## src/rtl/instr_fetch.sv

```systemverilog
`default_nettype none
// ============================================================================
// Module   : instr_fetch
// Purpose  : Instruction fetch stage. Issues a req/ack read on the
//            instruction memory for the current PC. Holds the returned
//            instruction, tagged with its PC, until decode takes it. Handles
//            flush/redirect and aborts a stalled memory access with a
//            watchdog.
// Ports    : clk, reset        - clock (rising edge), async active-high reset
//            fetch_en, pc      - fetch permission and address from PC block
//            flush             - redirect, discard held/in-flight instruction
//            imem_*            - registered req/addr out, ack/rdata in
//            instr, instr_pc,
//            instr_valid       - held instruction toward decode
//            instr_take        - decode consumes the held instruction
//            fetch_busy        - memory access outstanding (WAIT or DROP)
//            err_misalign      - 1-cycle pulse, odd fetch address
//            err_timeout       - 1-cycle pulse, watchdog abort
// Revision : 1.0 - initial release
// ============================================================================
module instr_fetch #(
  parameter int ADDR_W  = 10,
  parameter int INSTR_W = 16,
  parameter int TIMEOUT = 15
) (
  input  logic               clk,
  input  logic               reset,
  input  logic               fetch_en,
  input  logic [ADDR_W-1:0]  pc,
  input  logic               flush,
  output logic [ADDR_W-1:0]  imem_addr,
  output logic               imem_req,
  input  logic               imem_ack,
  input  logic [INSTR_W-1:0] imem_rdata,
  output logic [INSTR_W-1:0] instr,
  output logic [ADDR_W-1:0]  instr_pc,
  output logic               instr_valid,
  input  logic               instr_take,
  output logic               fetch_busy,
  output logic               err_misalign,
  output logic               err_timeout
);

  typedef enum logic [1:0] {
    S_IDLE = 2'd0,
    S_WAIT = 2'd1,
    S_HOLD = 2'd2,
    S_DROP = 2'd3
  } state_t;

  // The abort fires on the cycle the counter would reach TIMEOUT, so the
  // request is held for exactly TIMEOUT cycles without an ack.
  localparam logic [7:0] WD_LIMIT = 8'(TIMEOUT - 1);

  state_t               state, state_nxt;
  logic [7:0]           wdog, wdog_nxt;
  logic [ADDR_W-1:0]    addr_nxt;
  logic                 req_nxt;
  logic [INSTR_W-1:0]   instr_nxt;
  logic [ADDR_W-1:0]    ipc_nxt;
  logic                 mis_nxt;
  logic                 to_nxt;

  assign instr_valid = (state == S_HOLD);
  assign fetch_busy  = (state == S_WAIT) || (state == S_DROP);

  always_ff @(posedge clk or posedge reset) begin
    if (reset) begin
      state        <= S_IDLE;
      wdog         <= '0;
      imem_addr    <= '0;
      imem_req     <= 1'b0;
      instr        <= '0;
      instr_pc     <= '0;
      err_misalign <= 1'b0;
      err_timeout  <= 1'b0;
    end else begin
      state        <= state_nxt;
      wdog         <= wdog_nxt;
      imem_addr    <= addr_nxt;
      imem_req     <= req_nxt;
      instr        <= instr_nxt;
      instr_pc     <= ipc_nxt;
      err_misalign <= mis_nxt;
      err_timeout  <= to_nxt;
    end
  end

  always_comb begin
    state_nxt = state;
    wdog_nxt  = wdog;
    addr_nxt  = imem_addr;
    req_nxt   = imem_req;
    instr_nxt = instr;
    ipc_nxt   = instr_pc;
    mis_nxt   = 1'b0;
    to_nxt    = 1'b0;

    case (state)
      S_IDLE: begin
        // flush overrides fetch_en
        if (!flush && fetch_en) begin
          if (pc[0]) begin
            mis_nxt = 1'b1;
          end else begin
            addr_nxt  = pc;
            req_nxt   = 1'b1;
            wdog_nxt  = '0;
            state_nxt = S_WAIT;
          end
        end
      end

      S_WAIT, S_DROP: begin
        if (imem_ack) begin
          req_nxt   = 1'b0;
          state_nxt = S_IDLE;
          // Only a live (not flushed) access delivers its data.
          if (state == S_WAIT && !flush) begin
            instr_nxt = imem_rdata;
            ipc_nxt   = imem_addr;
            state_nxt = S_HOLD;
          end
        end else if (wdog >= WD_LIMIT) begin
          req_nxt   = 1'b0;
          to_nxt    = 1'b1;
          state_nxt = S_IDLE;
        end else begin
          if (wdog != 8'hFF) begin
            wdog_nxt = wdog + 8'd1;
          end
          // The request stays up; the data is marked for discard instead.
          if (state == S_WAIT && flush) begin
            state_nxt = S_DROP;
          end
        end
      end

      S_HOLD: begin
        if (flush) begin
          state_nxt = S_IDLE;
        end else if (instr_take) begin
          state_nxt = S_IDLE;
          if (fetch_en) begin
            if (pc[0]) begin
              mis_nxt = 1'b1;
            end else begin
              addr_nxt  = pc;
              req_nxt   = 1'b1;
              wdog_nxt  = '0;
              state_nxt = S_WAIT;
            end
          end
        end
      end

      default: begin
        state_nxt = S_IDLE;
      end
    endcase
  end

endmodule
`default_nettype wire

```

## config.mk

```make
export PLATFORM = sky130hd
export DESIGN_NAME = instr_fetch
export DESIGN_NICKNAME = d
export VERILOG_FILES = /design/src/rtl/instr_fetch.sv
export SDC_FILE = /design/constraint.sdc
export NUM_CORES = 1
export LEC_CHECK = 0
export BUFFER_PORTS_ARGS = -buffer_cell sky130_fd_sc_hd__buf_4
export CAP_MARGIN = 20
export CORE_MARGIN = 5
export CORE_UTILIZATION = 44
export DETAILED_ROUTE_END_ITERATION = 7
export PLACE_DENSITY = 0.76
export REMOVE_ABC_BUFFERS = 1
export SYNTH_ARGS = -nofsm -noshare
export SYNTH_HDL_FRONTEND = slang
export SYNTH_SLANG_ARGS = --single-unit
```

## constraint.sdc

```tcl
create_clock -name clk -period 2.4 [get_ports clk]
set_clock_uncertainty 0.05 [all_clocks]
set_input_delay 0.36 -clock clk [delete_from_list [all_inputs] [get_ports clk]]
set_output_delay 0.36 -clock clk [all_outputs]
set_load 0.005 [all_outputs]
```

==> run summary <==
* 14.95% — GRT Util Overall
* 82.03% — Period Utilization, post-route
* 3 — worst-case reg-to-reg path depth
* or4b_4, nor2_4, mux2_1 — series of cell instances along the critical path
* 76.39 um — die extent in x
* 0.4138 ns — worst slack at placement
* 48 — pin count of the biggest net entering global routing
* 0.5810 ns — slew of the pin with the lowest slew margin
* 0 — buffers inserted by post-CTS timing repair
* complete, no violations — status
* 12 — Crit Path Max Fanout
* 0.3182 mV — maximum resistive drop on vdd
* 33.03% — Layout area overhead
* 5 — CTS buffer count
* 0 — remaining routing DRC violations
* register to register — critical setup path kind
* 5.043 — vias per cell
* 359 — fillers
* 0 — count of endpoints failing setup in the final report
* 1939 um2 — Cell Area, Synth
* sky130_fd_sc_hd__buf_4 — most common cell after layout, fill and taps aside
* 0 — number of max-slew violations in the final report
* 76.39 um — die boundary height
* 0.30 ns — worst skew pair latency
* 50.1% — sequential cell fraction of total power
* sky130_fd_sc_hd__clkbuf_8 — CTS Root Cell
* 1434 — vias in the first global route
* 0.7686 — placer's final routability congestion estimate
* 1.969 ns — time the final worst path needs with I/O delays and setup
* 73 — number of ports placed on the die boundary
* 1176 um2 — sequential cell area
* 47 — post-synthesis register bit count
* 15.03 um2 — mean instance size in the synthesized netlist
* 45 — violation count after the first detailed-route iteration
* 15.91 um — wire length per cell after detailed routing
* register — kind of launch point of the worst setup path
* 44.85% — effective utilization at floorplan
* 70 — number of input and output port buffers inserted
* simple AND/OR/NAND/NOR gates — Largest delay share family, worst path
* 705.7 um2 — multi-input logic area
* 19.4% — fraction of power consumed by the clock network
* 0 — Ant. Diodes
* 508.0 MHz — Max Fclk
* 0 — count of antenna-violating nets left after detailed routing
* 3062 um — estimated wirelength of the detail-placed design
* 0 ns — Total Negative Setup Slacks
* sky130_fd_sc_hd__or4b_4 — slowest cell on the critical path
* 1.280 nW — total leakage power
* false — setup repair after global routing missed its margin
* register — sort of element at the end of the critical path
* 0 — final hold violation count
* 0.43 ns — flop-to-flop setup slack
* 7113 um — first-pass GRT wire length
* 0 — max-cap viol count
* 24 — num rows
* 2.53 ns — required time at the worst-slack endpoint
* 2 — Pre-Repair DR Iteration Count
* done — clock tree from TritonCTS
* 0 — number of buffers and inverters on the critical path
* 0.4313 ns — post-route setup slack
* 912.4 nW/um2 — power density over the cells
* state[0] — reg2reg start
* 47 — number of sinks handled by clock tree synthesis
* 4056 um — aggregate routed wire length
* 2.10 ns — Arrival @ worst endpoint
* 2 — Longest Clk Path Bufs
* 26.98% — switching part of the total power
* 0.001719 W — Internal Pwr Total
* 33 — Yosys cell types
* 0.0006352 W — net switching component of the power
* 57.14% — ratio of cells with drive above 1 in the final layout
* 129 — Gate Count Post-Synth
* 2 — H-Tree Level Count
* 5835 um2 — die area
* 61.27% — worst rel slew slack
* sky130_fd_sc_hd__buf_4 (72), sky130_fd_sc_hd__dfrtp_1 (47), sky130_fd_sc_hd__mux2_2 (25), sky130_fd_sc_hd__mux2_4 (7), sky130_fd_sc_hd__clkbuf_8 (5) — leading cell types in the layout, fill and taps excluded
* 236 — # nets final
* imem_addr[9] — capture point of the worst reg-to-reg path
* 0 — number of antenna violations at the first check in global routing
* 4324 um2 — core region area
* 0 — sum of overflow across all layers after global routing
* 0 — Synthesis Warnings
* input port to asynchronous set/reset pin — worst min-delay path class
* 30.6% — combinational fraction of design power
* 0.08 ns — clock slew at the register clock pins of the worst setup and hold paths
* 0.61 ns — largest stage delay on the critical path
* 60.65% — sequential fraction of the synthesis area
* 1286 — routed via count
* 0 — PostCTS Resize Cnt
* 0.002354 W — Power Total
* 0 — count of hold-fix buffers inserted at cts
## power groups by stage
stage                     clock network (W)  registers [W]  logic, W
after floorplan                           0        0.00119  0.000279
after global placement                    0        0.00118  0.000711
after detailed placement                  0        0.00120  0.000739
after CTS                          0.000478        0.00118  0.000739
after global routing               0.000507        0.00121  0.000793
final                              0.000456        0.00118  0.000720
## registers in the layout (all words and copies together) (netlist names)
name          cells
err_misalign      1
err_timeout       1
imem_addr         9
imem_req          1
instr            16
instr_pc          9
state             2
wdog              8
## worst max path at each step
stage	start	endpoint	slack, ns	cells after the start
6_report	state[0]	imem_addr[9]	0.43	3
2_1_floorplan	state[0]	imem_addr[8]	0.55	3
5_1_grt	state[0]	imem_addr[9]	0.34	3
3_3_place_gp	flush	imem_addr[9]	0.46	4
3_5_place_dp	state[0]	imem_addr[9]	0.41	3
4_1_cts	state[0]	imem_addr[9]	0.40	3
## worst min-delay path, cell delays in order
cell                    delay, ns
sky130_fd_sc_hd__buf_4       0.11
sky130_fd_sc_hd__inv_2       0.03
sky130_fd_sc_hd__buf_4       0.48
## per-stage QoR
step / instance area [um2] / util, % / hold WS (ns) / cells
4_1_cts: 2580 / 59.66 / 0.1704 / 255
2_1_floorplan: 1889 / - / 0.3801 / 123
6_report: 2580 / 59.66 / 0.1653 / 255
5_1_grt: 2580 / 59.66 / 0.1952 / 255
3_5_place_dp: 2495 / 57.70 / 0.4483 / 247
3_3_place_gp: 2495 / 57.70 / 0.4397 / 247
## synth_stat cells (all sizes together)
| cell type | n | share of area [%] |
|---|---|---|
| mux2 | 34 | 21 |
| o22ai | 1 | 0.32 |
| o211ai | 1 | 0.39 |
| ha | 2 | 1.3 |
| nand3b | 1 | 0.39 |
| clkbuf | 1 | 0.19 |
| or2 | 1 | 0.32 |
| a41oi | 2 | 0.90 |
| or4b | 1 | 0.71 |
| and3 | 1 | 0.32 |
| nand2 | 2 | 0.39 |
| a21boi | 1 | 0.39 |
| and2b | 1 | 0.39 |
| inv | 2 | 0.39 |
| nand3 | 1 | 0.26 |
| dfrtp | 47 | 61 |
| mux2i | 4 | 2.1 |
| nor4bb | 1 | 0.52 |
| nand4 | 1 | 0.32 |
| o21ai | 3 | 0.77 |
| buf | 6 | 2.6 |
| conb | 1 | 0.19 |
| and2 | 4 | 1.3 |
| nor2 | 4 | 1.2 |
| nor4 | 2 | 0.97 |
| a2bb2oi | 1 | 0.77 |
| nor2b | 3 | 0.97 |
## layout make-up
type	instances	share of cell area (%)
multi-input combinational	74	27.35
inverter	2	0.2910
tap	52	2.522
clock buffer	6	2.813
clock inverter	2	0.4850
sequential	47	45.59
timing repair buffer	72	20.95
## logic make-up after synthesis
kind of cell	synth area share (%)
flops	60.65
mux	23.16
buf+inv	3.161
compound gates	3.549
other cells	0.1934
simple gates	8.001
fa+ha+maj	1.290
## layer usage
layer,wire length (um),global-route usage (%)
met5,0,0
met4,49,5.245
met3,356,5.674
met2,1925,23.20
met1,1725,19.10
(Power assumes the default switching activity.)
